File: config.mk
export PLATFORM = sky130hd
export DESIGN_NAME = load_store_unit
export DESIGN_NICKNAME = d
export VERILOG_FILES = /design/src/rtl/load_store_unit.sv
export SDC_FILE = /design/constraint.sdc
export NUM_CORES = 1
export LEC_CHECK = 0
export ABC_AREA = 1
export BUFFER_PORTS_ARGS = -buffer_cell sky130_fd_sc_hd__buf_4
export CORE_MARGIN = 2
export CORE_UTILIZATION = 58
export CTS_CLUSTER_DIAMETER = 80
export CTS_CLUSTER_SIZE = 12
export DETAILED_ROUTE_END_ITERATION = 10
export PLACE_DENSITY = 0.87
export SLEW_MARGIN = 20
export SYNTH_ARGS = -nofsm -noshare
export SYNTH_HDL_FRONTEND = slang
export SYNTH_SLANG_ARGS = --single-unit
File: constraint.sdc
create_clock -name clk -period 5 [get_ports clk]
set_clock_uncertainty 0.05 [all_clocks]
set_input_delay 1 -clock clk [delete_from_list [all_inputs] [get_ports clk]]
set_output_delay 1 -clock clk [all_outputs]
set_load 0.01 [all_outputs]
File: src/rtl/load_store_unit.sv
// Data-memory initiator: one load/store per request, RV64 lane extract/extend on loads,
// read-modify-write for sub-dword stores, single registered response per request.
module load_store_unit #(
    parameter int unsigned ADDR_W = 64,
    parameter bit          DEBUG  = 1'b0
) (
    input  logic              clk,
    input  logic              rst_n,
    input  logic              req_valid,
    output logic              req_ready,
    input  logic              req_is_store,
    input  logic [2:0]        req_funct3,
    input  logic [ADDR_W-1:0] req_addr,
    input  logic [63:0]       req_wdata,
    output logic              resp_valid,
    input  logic              resp_ready,
    output logic [63:0]       resp_rdata,
    output logic              resp_err,
    output logic              mem_read,
    output logic              mem_write,
    output logic [ADDR_W-1:0] mem_address,
    output logic [63:0]       mem_write_data,
    input  logic [63:0]       mem_read_data
);

    typedef enum logic [2:0] {StIdle, StLoad, StRmwRd, StWrite, StResp} state_e;

    state_e            state_q, state_d;
    logic [2:0]        funct3_q, funct3_d;
    logic [2:0]        off_q, off_d;
    logic [63:0]       wdata_q, wdata_d;
    logic              resp_valid_q, resp_valid_d;
    logic [63:0]       resp_rdata_q, resp_rdata_d;
    logic              resp_err_q, resp_err_d;
    logic              mem_read_q, mem_read_d;
    logic              mem_write_q, mem_write_d;
    logic [ADDR_W-1:0] mem_address_q, mem_address_d;
    logic [63:0]       mem_wdata_q, mem_wdata_d;

    logic        req_misaligned, req_illegal;
    logic [5:0]  lane_shift;
    logic [63:0] rd_shifted, load_data, lane_mask, merged;

    // Tracing is left to the surrounding environment; the flag only selects that behaviour.
    if (DEBUG) begin : g_debug
    end

    always_comb begin
        unique case (req_funct3[1:0])
            2'd0:    req_misaligned = 1'b0;
            2'd1:    req_misaligned = req_addr[0];
            2'd2:    req_misaligned = |req_addr[1:0];
            default: req_misaligned = |req_addr[2:0];
        endcase
        req_illegal = req_is_store ? req_funct3[2] : (req_funct3 == 3'd7);
    end

    always_comb begin
        lane_shift = {off_q, 3'b000};
        rd_shifted = mem_read_data >> lane_shift;
        unique case (funct3_q)
            3'd0:    load_data = {{56{rd_shifted[7]}}, rd_shifted[7:0]};
            3'd1:    load_data = {{48{rd_shifted[15]}}, rd_shifted[15:0]};
            3'd2:    load_data = {{32{rd_shifted[31]}}, rd_shifted[31:0]};
            3'd3:    load_data = rd_shifted;
            3'd4:    load_data = {56'd0, rd_shifted[7:0]};
            3'd5:    load_data = {48'd0, rd_shifted[15:0]};
            3'd6:    load_data = {32'd0, rd_shifted[31:0]};
            default: load_data = 64'd0;
        endcase
        unique case (funct3_q[1:0])
            2'd0:    lane_mask = 64'h0000_0000_0000_00ff;
            2'd1:    lane_mask = 64'h0000_0000_0000_ffff;
            2'd2:    lane_mask = 64'h0000_0000_ffff_ffff;
            default: lane_mask = '1;
        endcase
        lane_mask = lane_mask << lane_shift;
        merged    = (mem_read_data & ~lane_mask) | ((wdata_q << lane_shift) & lane_mask);
    end

    always_comb begin
        state_d       = state_q;
        funct3_d      = funct3_q;
        off_d         = off_q;
        wdata_d       = wdata_q;
        resp_valid_d  = resp_valid_q;
        resp_rdata_d  = resp_rdata_q;
        resp_err_d    = resp_err_q;
        mem_read_d    = 1'b0;
        mem_write_d   = 1'b0;
        mem_address_d = mem_address_q;
        mem_wdata_d   = mem_wdata_q;
        unique case (state_q)
            StIdle: begin
                if (req_valid) begin
                    funct3_d      = req_funct3;
                    off_d         = req_addr[2:0];
                    wdata_d       = req_wdata;
                    mem_address_d = {req_addr[ADDR_W-1:3], 3'b000};
                    if (req_misaligned || req_illegal) begin
                        state_d      = StResp;
                        resp_valid_d = 1'b1;
                        resp_err_d   = 1'b1;
                        resp_rdata_d = 64'd0;
                    end else if (!req_is_store) begin
                        state_d    = StLoad;
                        mem_read_d = 1'b1;
                    end else if (req_funct3 == 3'd3) begin
                        state_d     = StWrite;
                        mem_write_d = 1'b1;
                        mem_wdata_d = req_wdata;
                    end else begin
                        state_d    = StRmwRd;
                        mem_read_d = 1'b1;
                    end
                end
            end
            StLoad: begin
                state_d      = StResp;
                resp_valid_d = 1'b1;
                resp_err_d   = 1'b0;
                resp_rdata_d = load_data;
            end
            StRmwRd: begin
                state_d     = StWrite;
                mem_write_d = 1'b1;
                mem_wdata_d = merged;
            end
            StWrite: begin
                state_d      = StResp;
                resp_valid_d = 1'b1;
                resp_err_d   = 1'b0;
                resp_rdata_d = 64'd0;
            end
            StResp: begin
                if (resp_ready) begin
                    state_d      = StIdle;
                    resp_valid_d = 1'b0;
                    resp_err_d   = 1'b0;
                    resp_rdata_d = 64'd0;
                end
            end
            default: state_d = StIdle;
        endcase
    end

    always_ff @(posedge clk or negedge rst_n) begin
        if (!rst_n) begin
            state_q       <= StIdle;
            funct3_q      <= 3'd0;
            off_q         <= 3'd0;
            wdata_q       <= 64'd0;
            resp_valid_q  <= 1'b0;
            resp_rdata_q  <= 64'd0;
            resp_err_q    <= 1'b0;
            mem_read_q    <= 1'b0;
            mem_write_q   <= 1'b0;
            mem_address_q <= '0;
            mem_wdata_q   <= 64'd0;
        end else begin
            state_q       <= state_d;
            funct3_q      <= funct3_d;
            off_q         <= off_d;
            wdata_q       <= wdata_d;
            resp_valid_q  <= resp_valid_d;
            resp_rdata_q  <= resp_rdata_d;
            resp_err_q    <= resp_err_d;
            mem_read_q    <= mem_read_d;
            mem_write_q   <= mem_write_d;
            mem_address_q <= mem_address_d;
            mem_wdata_q   <= mem_wdata_d;
        end
    end

    assign req_ready      = (state_q == StIdle);
    assign resp_valid     = resp_valid_q;
    assign resp_rdata     = resp_rdata_q;
    assign resp_err       = resp_err_q;
    assign mem_read       = mem_read_q;
    assign mem_write      = mem_write_q;
    assign mem_address    = mem_address_q;
    assign mem_write_data = mem_wdata_q;

endmodule
==> qor.yml <==
tightestPinTransition_ns: 1.03
grt_first_pass_wirelength_um: 95900
worst-setup-path-type: "reg -> reg"
clk_latency_ns: 0.55
start_util: 0.587
first_pass_iters: 7
row_count: 59
cts_tree: "built"
tns_ns: 0
layout.cells.non_filler: 2717
port_buffers: 393
postCtsHoldBufs: 0
grt_max_degree: 155
cts-buffers-inserted: 26
drive_gt1_frac: 0.235
syn_area_um2: 15200
vdd_drop_max_mv: 0.486
synth_top_family_by_area: "simple AND/OR/NAND/NOR gates"
postSynthCellCount: 2073
setup_ws_ns: 1.78
fp.dieArea_um2: 27500
finish.utilization: 0.726
grt_pass1_vias: 16500
dp_hpwl_um: 44700
clock_tree.buffer_depth: 3
synthSimpleGateAreaFrac: 0.285
hold_ws_ns: 0.428
cp_max_fo: 88
io_pins: 397
fp.dieH_um: 166
p_leak_nw: 9.80
r2r_slack_ns: 1.78
setup_viol: 0
cp_data_required_time_ns: 5.43
pre_cts_ws_ns: 1.83
period_needed_ns: 3.22
drtIter0Drc: 2226
synth_cell_types: 36
drt-vias-per-instance: 6.19
muxShareOfSynthArea: 0.0592
ys_ff_latch: 266
antenna_found_initial: 7
ant_nets: 0
hold_viol_final: 0
synthAdderAreaFrac: 0
htreeDepth: 1
wl_per_cell_um: 23.4
clk_pin_slew_worst_paths_ns: 0.08
gr-usage-all-layers: 0.447
cts_setup_buffers: 0
power_density_nw_per_um2: 657
worstSetupEndpointType: "register"
min_path_type: "in -> async"
syn_avg_cell_area_um2: 7.34
drt-total-wl_um: 63500
rsz0062_at_grt: "no"
cp.arrival_ns: 3.65
ys_seq_area_frac: 0.438
cts.sinks: 266
area_growth_pct: 23.6
slew_headroom: 0.310
num_vias: 16800
route.detailed.drc: 0
root_buffer: "clkbuf_16"
dpl.cell_count: 2680
fill_cells: 1917
status: "complete, no violations"
die_w_um: 166
critPathLaunchType: "register"
globalRouteOverflowTotal: 0
routabilityCongestion: 1.03
slew_violations: 0
max_freq_ghz: 0.310
cap_violations: 0
nets: 2574
core_um2: 25900
yosysWarnings: 0
cts.repair.resized: 0
synthXorXnorAreaFrac: 0
fin_crit_sh: 0.645
synth-compound-area-share: 0.140
-- report_power, final --
| part | internal [mW] | switching (mW) | total (mW) |
|---|---|---|---|
| registers | 3.07 | 0.825 | 3.90 |
| clock network | 0.952 | 0.837 | 1.79 |
| logic | 2.44 | 4.24 | 6.67 |
| total | 6.46 | 5.90 | 12.4 |
-- cells by family (layout without fill, tap and decap cells) --
logic type             Yosys count  count (layout)
AND/OR/NAND/NOR               1067            1067
AO/OA/AOI/OAI                  392             392
buffers and inverters          267             567
flip-flops                     266             266
multiplexers                    80              80
other                            1              10
-- Yosys cell counts --
master,n,area (um2)
dfrtp_1,266,6660
o22ai_1,6,37.5
o21ai_2,1,8.76
or2_2,4,25.0
o211ai_2,1,12.5
nor2_1,104,390
o31ai_1,1,7.51
o21ai_1,16,80.1
buf_2,74,370
nand3_1,129,646
inv_1,115,432
clkbuf_1,37,139
clkinv_1,1,3.75
nand2_1,771,2890
and2_1,2,12.5
nand3b_1,2,15.0
or2_1,1,6.26
nand4_1,36,225
a21oi_2,2,17.5
or2_0,1,6.26
nor2_2,4,25.0
a21oi_4,1,16.3
mux2_2,80,901
buf_6,7,78.8
o211ai_1,48,360
nor2_4,2,22.5
nand2_2,6,37.5
nor3_1,4,20.0
o21a_1,1,7.51
buf_1,11,41.3
o21ai_0,195,976
nand3_2,1,10.0
inv_2,10,37.5
conb_1,1,3.75
buf_4,12,90.1
a21oi_1,120,601
-- flip-flops by register name, summed over array words and instances, names as in the netlist --
register,flops
mem_write_data,64
resp_rdata,64
wdata_q,64
mem_address,61
funct3_q,3
off_q,3
state_q,3
mem_read,1
mem_write,1
resp_err,1
resp_valid,1
-- cell usage in the layout, fill, tap and decap left out, types with 3 or more instances in the layout --
cell       instances
nand2_2            7
nor2_1           103
mux2_2            80
or2_2              4
nor2_2             4
nor2_4             3
dfrtp_1          264
buf_12             3
nand4_1           36
inv_1            114
nor3_1             4
inv_2             10
nand3_1          129
o21ai_1           16
clkbuf_16         27
diode_2            7
o21ai_0          195
conb_1             3
o22ai_1            6
nand2_1          769
buf_4            408
a21oi_1          120
o211ai_1          48
-- final timing paths --
path / from / to / depth (start not counted)
setup / recovery: off_q[0] / mem_write_data[35] / 12
hold / removal: rst_n / resp_rdata[46] / 1
setup reg to reg: off_q[0] / mem_write_data[35] / 12
hold reg to reg: resp_rdata[15] / resp_rdata[15] / 2
max in group asynchronous: rst_n / mem_address[27] / 2
min in group clk: resp_rdata[15] / resp_rdata[15] / 2
-- metrics by stage --
step	total power [mW]	area, um2
6_report	12.4	18800
5_1_grt	13.0	18800
4_1_cts	12.1	18800
3_5_place_dp	10.2	18100
3_3_place_gp	10.1	18100
2_1_floorplan	7.69	15200
-- area by class of cell --
cell class                 instances  area, um2  area share
clock buffer                      28        679      0.0361
tap                              335        419      0.0223
timing repair buffer             412       3140       0.167
antenna                            7       17.5    0.000931
multi-input combinational       1542       7410       0.394
sequential                       266       6660       0.354
inverter                         126        473      0.0251
clock inverter                     1       11.3    0.000599
-- worst max-delay path: stages (launching register included) --
cell,delay [ns]
dfrtp_4,0.69
buf_4,0.73
buf_4,0.59
nand2_1,0.09
inv_1,0.08
a21oi_1,0.06
nand2_1,0.19
nand3_1,0.09
nand2_1,0.12
nand2_1,0.06
nand3_1,0.15
nand2_1,0.10
nand2_1,0.10
-- per-layer routing --
layer / GRT usage / up-vias / wire length (um)
met3: 0.0825 / 294 / 6240
met4: 0.291 / 0 / 4710
met5: 0 / - / 0
li1: - / 7338 / -
met1: 0.546 / 7934 / 22300
met2: 0.731 / 1239 / 30200
No activity file was read; power rests on OpenSTA's default activity.
